===== src/rtl/fir_mc_pkg.sv =====
// fir_mc_pkg: shared constants for the time-multiplexed FIR engine.
// FSM encodings and width helpers used by the top and its datapath.
package fir_mc_pkg;

  localparam logic [2:0] S_CLR  = 3'd0;
  localparam logic [2:0] S_IDLE = 3'd1;
  localparam logic [2:0] S_MAC  = 3'd2;
  localparam logic [2:0] S_RND  = 3'd3;
  localparam logic [2:0] S_OUT  = 3'd4;

  function automatic int ptrw(input int n);
    return (n > 1) ? $clog2(n) : 1;
  endfunction

  function automatic int accw(input int dw, input int cw, input int taps);
    return dw + cw + ptrw(taps);
  endfunction

endpackage


===== src/rtl/fir_mac_dp.sv =====
// fir_mac_dp: signed multiply-accumulate with round, shift and saturate.
// One product per cycle while en; the output register loads only on fin.
module fir_mac_dp import fir_mc_pkg::*; #(
  parameter int DW     = 16,
  parameter int CW     = 16,
  parameter int TAPS   = 64,
  parameter int OSHIFT = 15
) (
  input  logic          clk,
  input  logic          rst,
  input  logic          clr,
  input  logic          en,
  input  logic          fin,
  input  logic [DW-1:0] x,
  input  logic [CW-1:0] h,
  output logic [DW-1:0] dout,
  output logic          sat
);

  localparam int ACCW = accw(DW, CW, TAPS);
  localparam int AW1  = ACCW + 1;
  localparam int PW   = DW + CW;
  localparam int RS   = (OSHIFT > 0) ? OSHIFT - 1 : 0;

  localparam logic signed [ACCW:0] RND =
    (OSHIFT > 0) ? (AW1'(1) << RS) : '0;
  localparam logic signed [ACCW:0] MAXV = AW1'(2 ** (DW - 1) - 1);
  localparam logic signed [ACCW:0] MINV = AW1'(-(2 ** (DW - 1)));

  logic signed [ACCW-1:0] acc;
  logic signed [PW-1:0]   prod;
  logic signed [ACCW:0]   rsum;
  logic signed [ACCW:0]   shf;

  assign prod = $signed(x) * $signed(h);
  // one guard bit keeps the rounding add from wrapping
  assign rsum = AW1'(acc) + RND;
  assign shf  = rsum >>> OSHIFT;

  always_ff @(posedge clk) begin
    if (rst) begin
      acc  <= '0;
      dout <= '0;
      sat  <= 1'b0;
    end else begin
      if (clr) begin
        acc <= '0;
      end else if (en) begin
        acc <= acc + ACCW'(prod);
      end
      if (fin) begin
        if (shf > MAXV) begin
          dout <= {1'b0, {(DW-1){1'b1}}};
          sat  <= 1'b1;
        end else if (shf < MINV) begin
          dout <= {1'b1, {(DW-1){1'b0}}};
          sat  <= 1'b1;
        end else begin
          dout <= shf[DW-1:0];
          sat  <= 1'b0;
        end
      end
    end
  end

endmodule


===== src/rtl/fir_mc_tdm.sv =====
// fir_mc_tdm: one MAC engine shared by NCH channels, each with its own
// TAPS-deep delay line, plus double-buffered coefficient banks.
module fir_mc_tdm import fir_mc_pkg::*; #(
  parameter int DW     = 16,
  parameter int CW     = 16,
  parameter int TAPS   = 64,
  parameter int NCH    = 2,
  parameter int OSHIFT = 15
) (
  input  logic                  clk,
  input  logic                  rst,
  input  logic [DW-1:0]         din,
  input  logic [ptrw(NCH)-1:0]  din_ch,
  input  logic                  din_valid,
  output logic                  din_ready,
  input  logic                  cload,
  input  logic [ptrw(TAPS)-1:0] caddr,
  input  logic [CW-1:0]         cin,
  input  logic                  cswap,
  output logic                  bank_sel,
  output logic [DW-1:0]         dout,
  output logic [ptrw(NCH)-1:0]  dout_ch,
  output logic                  dout_valid,
  input  logic                  dout_ready,
  output logic                  sat
);

  localparam int CHW   = ptrw(NCH);
  localparam int KW    = ptrw(TAPS);
  localparam int DEPTH = NCH * TAPS;
  localparam int AW    = ptrw(DEPTH);

  logic [2:0]     state;
  logic [AW-1:0]  clr_cnt;
  logic [KW-1:0]  k;
  logic [CHW-1:0] ch;
  logic [KW-1:0]  wptr [NCH];
  logic           swap_pending;

  logic [DW-1:0] dline [DEPTH];
  logic [CW-1:0] bank0 [TAPS];
  logic [CW-1:0] bank1 [TAPS];

  logic          take;
  logic          give;
  logic          busy;
  logic [KW-1:0] rd_off;
  logic [AW-1:0] rd_addr;
  logic [AW-1:0] wr_addr;
  logic [DW-1:0] x;
  logic [CW-1:0] h;

  assign take       = (state == S_IDLE) && din_valid;
  assign give       = (state == S_OUT) && dout_ready;
  assign busy       = (state == S_MAC) || (state == S_RND)
                   || (state == S_OUT);
  assign din_ready  = state == S_IDLE;
  assign dout_valid = state == S_OUT;
  assign dout_ch    = ch;

  // tap k reads x[n-k]: walk backwards from the newest sample
  assign rd_off  = wptr[ch] - k;
  assign rd_addr = AW'({ch, rd_off});
  assign wr_addr = AW'({din_ch, wptr[din_ch]});
  assign x       = dline[rd_addr];
  assign h       = bank_sel ? bank1[k] : bank0[k];

  always_ff @(posedge clk) begin
    if (state == S_CLR) begin
      dline[clr_cnt] <= '0;
    end else if (take) begin
      dline[wr_addr] <= din;
    end
  end

  // loads always target the shadow bank
  always_ff @(posedge clk) begin
    if (cload && bank_sel) begin
      bank0[caddr] <= cin;
    end
    if (cload && !bank_sel) begin
      bank1[caddr] <= cin;
    end
  end

  always_ff @(posedge clk) begin
    if (rst) begin
      state        <= S_CLR;
      clr_cnt      <= '0;
      k            <= '0;
      ch           <= '0;
      bank_sel     <= 1'b0;
      swap_pending <= 1'b0;
      for (int i = 0; i < NCH; i++) begin
        wptr[i] <= '0;
      end
    end else begin
      case (state)
        S_CLR: begin
          clr_cnt <= clr_cnt + AW'(1);
          if (clr_cnt == AW'(DEPTH - 1)) begin
            state <= S_IDLE;
          end
        end
        S_IDLE: begin
          if (din_valid) begin
            ch    <= din_ch;
            k     <= '0;
            state <= S_MAC;
          end
        end
        S_MAC: begin
          k <= k + KW'(1);
          if (k == KW'(TAPS - 1)) begin
            state <= S_RND;
          end
        end
        S_RND: state <= S_OUT;
        S_OUT: begin
          if (dout_ready) begin
            wptr[ch] <= wptr[ch] + KW'(1);
            state    <= S_IDLE;
          end
        end
        default: state <= S_CLR;
      endcase

      // a result in flight keeps its bank until it is accepted
      if (!busy) begin
        if (cswap) begin
          bank_sel <= ~bank_sel;
        end
      end else if (give) begin
        if (cswap || swap_pending) begin
          bank_sel <= ~bank_sel;
        end
        swap_pending <= 1'b0;
      end else if (cswap) begin
        swap_pending <= 1'b1;
      end
    end
  end

  fir_mac_dp #(
    .DW     (DW),
    .CW     (CW),
    .TAPS   (TAPS),
    .OSHIFT (OSHIFT)
  ) u_dp (
    .clk  (clk),
    .rst  (rst),
    .clr  (take),
    .en   (state == S_MAC),
    .fin  (state == S_RND),
    .x    (x),
    .h    (h),
    .dout (dout),
    .sat  (sat)
  );

endmodule


===== config.mk =====
export PLATFORM = sky130hd
export DESIGN_NAME = fir_mc_tdm
export DESIGN_NICKNAME = d
export VERILOG_FILES = /design/src/rtl/fir_mc_pkg.sv /design/src/rtl/fir_mac_dp.sv /design/src/rtl/fir_mc_tdm.sv
export SDC_FILE = /design/constraint.sdc
export NUM_CORES = 2
export LEC_CHECK = 0
export CORE_MARGIN = 3
export CORE_UTILIZATION = 68
export DETAILED_ROUTE_END_ITERATION = 8
export GPL_TIMING_DRIVEN = 0
export PLACE_DENSITY = 0.92
export SETUP_SLACK_MARGIN = 0.05
export SLEW_MARGIN = 20
export SYNTH_ARGS = -nofsm -noshare
export SYNTH_HDL_FRONTEND = slang
export SYNTH_HIERARCHICAL = 1
export SYNTH_MEMORY_MAX_BITS = 65536
export SYNTH_SLANG_ARGS = --single-unit

===== constraint.sdc =====
create_clock -name clk -period 27.9 [get_ports clk]
set_input_delay 6.975 -clock clk [delete_from_list [all_inputs] [get_ports clk]]
set_output_delay 6.975 -clock clk [all_outputs]
set_load 0.02 [all_outputs]

==> results by group, run 1 <==
Synthesis
  – Post-synth EDFFs: 4108
  – Yosys cell types: 81
  – Commonest cells in the netlist: edfxtp_1, mux4_2, nand2_1
  – Syn Nets: 9082
  – Top-count cell post-synth: edfxtp_1
  – Cell taking the most area after synthesis: edfxtp_1
  – Post-Syn Instances: 8594
  – Post-synth ARST share: 0%
  – Top_reg_cell synth: edfxtp_1
  – Syn Std Cell Area: 174000 um2
  – Yosys Warn Count: 6
  – Syn Area/Cell: 20.2 um2
  – Top post-synthesis cells by area: edfxtp_1, mux4_2, fa_1
  – Post-synth top area share: 71.1%
  – Synth Register Bits: 4189
  – Post-synthesis sequential area ratio: 72.0%

Placed design
  – IO buf count: 59
  – Gpl congestion: 0.993
  – Detailed Place HPWL: 368000 um

CTS
  – Htree depth: 5
  – Post-CTS Setup Bufs: 0
  – CTS sink count: 4189
  – Num CTS Buffers: 406
  – Post-CTS Resized: 0
  – CTS Buffer Depth: 4
  – Root Buffer: clkbuf_16
  – # hold bufs at CTS: 0

Status
  – Stop Error: [ERROR GRT-0232] Routing congestion too high. Check the congestion heatmap in the GUI.
  – Status: aborted with a tool error
  – Fail Step: global routing (5_1_grt)

Floorplan
  – FP Rows: 184
  – Starting Density: 68.7%
  – Die H: 511 um
  – Die X: 511 um
  – IO Count: 66

Global route
  – Initial antenna violation count: 163
  – GR Overflow Total: 18
  – Tot GR Track Use: 65.0%
  – Largest net degree at the start of global routing: 85
==> kinds of logic after synthesis <==
kind of cell             count (synthesis)  share of synthesized area, %
AO/OA/AOI/OAI                          372                          1.48
XOR/XNOR                                60                         0.303
adder cells (fa/ha/maj)                443                          4.59
buffers and inverters                  858                          2.02
flip-flops                            4189                          72.0
multiplexers                          1259                          15.7
AND/OR/NAND/NOR                       1413                          3.85
==> metrics by stage <==
stage / hold WS (ps) / utilization, % / setup slack, ps / instance area (um2) / instances
2_1_floorplan: 445 / - / 17850 / 174000 / 8594
3_3_place_gp: 458 / 70.6 / 13400 / 178000 / 12000
3_5_place_dp: 489 / 72.4 / 15320 / 183000 / 12300
4_1_cts: 506 / 77.6 / 14890 / 196000 / 13000
==> per-layer routing <==
metal | GRT usage, % | overflow
met1 | 65.0 | 0
met2 | 80.3 | 10
met3 | 51.2 | 1
met4 | 62.9 | 7
met5 | 28.5 | 0
==> run 2: changes to the inputs <==
CORE_UTILIZATION = 40   (was 68)
PLACE_DENSITY = not set   (was 0.92)
PLACE_DENSITY_LB_ADDON = 0.15   (was not set)
SETUP_SLACK_MARGIN = not set   (was 0.05)
==> results by group, run 2 <==
CTS
  – Clock slew seen by the registers of the worst setup and hold paths: 60 ps
  – TritonCTS clock tree: built
  – CTS Buffer Depth: 4 (unchanged)
  – Root Buffer: clkbuf_16
  – # hold bufs at CTS: 0 (unchanged)
  – Post-CTS Resized: 0 (unchanged)
  – CTS sink count: 4189 (unchanged)
  – Htree depth: 5 (unchanged)
  – Clock Latency Late Sink: 1040 ps
  – Post-CTS Setup Bufs: 0 (unchanged)
  – Num CTS Buffers: 429 (+5.7%)

Synthesis
  – Post-Syn Instances: 8594 (unchanged)
  – Largest family of logic cells by synthesized area: multiplexers
  – Syn Area/Cell: 20.2 um2 (unchanged)
  – Compound-gate portion of the synthesized area: 1.48% (unchanged)
  – Top post-synthesis cells by area: edfxtp_1, mux4_2, fa_1
  – Syn Nets: 9082 (unchanged)
  – Adder-cell share of the synthesized area: 4.59% (unchanged)
  – Synth Area in Simple Gates: 3.85% (unchanged)
  – Post-synth EDFFs: 4108 (unchanged)
  – Post-synth top area share: 71.1% (unchanged)
  – Top_reg_cell synth: edfxtp_1
  – Synth Register Bits: 4189 (unchanged)
  – Yosys cell types: 81 (unchanged)
  – Commonest cells in the netlist: edfxtp_1, mux4_2, nand2_1
  – Top-count cell post-synth: edfxtp_1
  – Post-synthesis sequential area ratio: 72.0% (unchanged)
  – Mux cell area share after synthesis: 15.7% (unchanged)
  – Syn Std Cell Area: 174000 um2 (unchanged)
  – Post-synth ARST share: 0% (unchanged)
  – Yosys Warn Count: 6 (unchanged)
  – Cell taking the most area after synthesis: edfxtp_1
  – Post-Synth XOR/XNOR Area: 0.303% (unchanged)

Layout
  – Most used cells in the layout excluding fill and tap cells: edfxtp_1, mux4_2, nand2_1
  – Share of cells above drive strength 1: 26.8%
  – Largest Register: dline
  – Register area: 125000 um2
  – Multi-input gate area: 46400 um2
  – Largest register FFs: 2048
  – Area grow syn2layout: 15.7%
  – Fill count: 36000
  – Commonest non-fill, non-tap cell in the layout: edfxtp_1
  – Nets: 9869
  – Top flop regs: dline x2048, bank0 x1024, bank1 x1024

Route
  – ANT nets after route: 0
  – Routed len/inst: 32.0 um
  – Final WL: 494000 um
  – Iter 0 DRT Violations: 10200
  – Vias per inst: 5.73
  – DRT Pass-1 Iters: 5
  – Vias: 88600
  – DRC: 0

Placed design
  – Gpl congestion: 0.863 (-13%)
  – Detailed Place HPWL: 346000 um (-6.2%)
  – IO buf count: 59 (unchanged)

Pwr
  – Power, Total: 0.0180 W
  – Peak VDD IR: 0.000259 V
  – Pwr dens: 89.8 nW/um2
  – Pleak: 68.8 nW

STA
  – Worst rel slew slack: 18.3%
  – Tcrit/Tclk final: 47.0%
  – Post-layout min period: 13120 ps
  – Max-slew violation count: 0
  – RSZ-0062 raised after global routing: no
  – Fmax achieved: 0.0762 GHz
  – Worst-Margin Slew: 1230 ps
  – Worst clock skew: 104 ps
  – Setup TNS: 0 ps
  – Fin. Hold Viols: 0
  – Final setup violation count: 0

Critical path
  – Required time of the critical path: 28750 ps
  – FF-to-FF setup slack: 14780 ps
  – Worst r2r dst: u_dp/acc[31]
  – Slowest stage delay, CP: 800 ps
  – Cell mode on critical path: fa_1
  – Startpoint types: flop
  – CP Capture Type: flop
  – Worst setup path class: flop to flop
  – FF-to-FF path depth: 35
  – Critical path peak fanout: 10
  – Worst EP arrival: 13960 ps
  – Max stage delay cell, worst path: clkbuf_1

Min path
  – Worst Hold Class: flop to flop
  – Min-delay src: swap_pending
  – WHS Path Cells: 2
  – WHS Endpoint: swap_pending

Job
  – Max-cap viol count: 0

Global route
  – Largest net degree at the start of global routing: 88
  – First-pass GRT wire length: 699000 um
  – Vias in the first global route: 91100
  – Tot GR Track Use: 22.2%
  – GR Overflow Total: 0
  – Initial antenna violation count: 31

Floorplan
  – Core Region: 432000 um2
  – Die X: 665 um (+30%)
  – Die area: 442000 um2
  – FP Rows: 241 (+31%)
  – IO Count: 66 (unchanged)
  – Die H: 665 um (+30%)
  – Starting Density: 40.2% (-29 points)

Status
  – Status: complete, no violations
[run 2: cell counts after synthesis]
No cell type changed its count.
[run 2: cells by family (layout without fill, tap and decap cells)]
logic type | count (synthesis) | after routing
flip-flops | 4189 | 4189
multiplexers | 1259 | 1259
adder cells (fa/ha/maj) | 443 | 443
XOR/XNOR | 60 | 60
AO/OA/AOI/OAI | 372 | 372
buffers and inverters | 858 | 1998
AND/OR/NAND/NOR | 1413 | 1413
other | 0 | 14
[run 2: critical path, delay by kind of cell (launching register included)]
family | cells | cell delay (ps)
adders and majority gates | 9 | 4230
buffers and inverters | 11 | 3910
AOI/OAI and AO/OA | 6 | 1940
and+or+nand+nor | 6 | 1850
muxes | 3 | 730
DFF | 1 | 300
[run 2: worst max path at each step]
stage	endpoint	from	slack, ps
2_1_floorplan	dline[0][10]	din_valid	17850
3_3_place_gp	dline[104][13]	din_valid	12650
3_5_place_dp	u_dp/acc[32]	flop	14870
4_1_cts	u_dp/acc[37]	flop	14840
5_1_grt	u_dp/acc[31]	flop	14470
6_report	u_dp/acc[31]	flop	14780
[run 2: through the flow]
| step | setup slack [ps] | util (%) | hold WS (ps) | instances | instance area, um2 |
|---|---|---|---|---|---|
| after floorplan | 17850 | - | 445 | 8594 | 174000 |
| after global placement | 12650 | 42.0 | 458 | 14400 | 181000 |
| after detailed placement | 14870 | 43.3 | 467 | 14700 | 187000 |
| after CTS | 14840 | 46.5 | 478 | 15400 | 201000 |
| after global routing | 14470 | 46.6 | 485 | 15500 | 201000 |
| final | 14780 | 46.6 | 480 | 15500 | 201000 |
[run 2: report_power, final]
group / switching (W) / internal, W
clock: 0.00245 / 0.00320
combinational: 0.00339 / 0.00211
sequential: 0.00000447 / 0.00687
total: 0.00585 / 0.0122
[run 2: layout make-up]
| type | count | share of cell area [%] |
|---|---|---|
| well taps | 5710 | 3.56 |
| plain buffers | 456 | 1.01 |
| clock buffers | 510 | 5.54 |
| inverters | 402 | 0.751 |
| multi-input cells | 3547 | 23.1 |
| repair buffers | 356 | 2.47 |
| flip-flops and latches | 4189 | 62.2 |
| diodes | 14 | 0.0174 |
| clock inverters | 274 | 1.32 |
[run 2: metal layers]
| layer | GRT usage (%) | share of wire, % |
|---|---|---|
| met1 | 31.0 | 41 |
| met3 | 3.96 | 7.3 |
| met2 | 35.7 | 48 |
| met4 | 7.15 | 3.6 |
| met5 | 0 | 0.017 |
(Power assumes the default switching activity.)
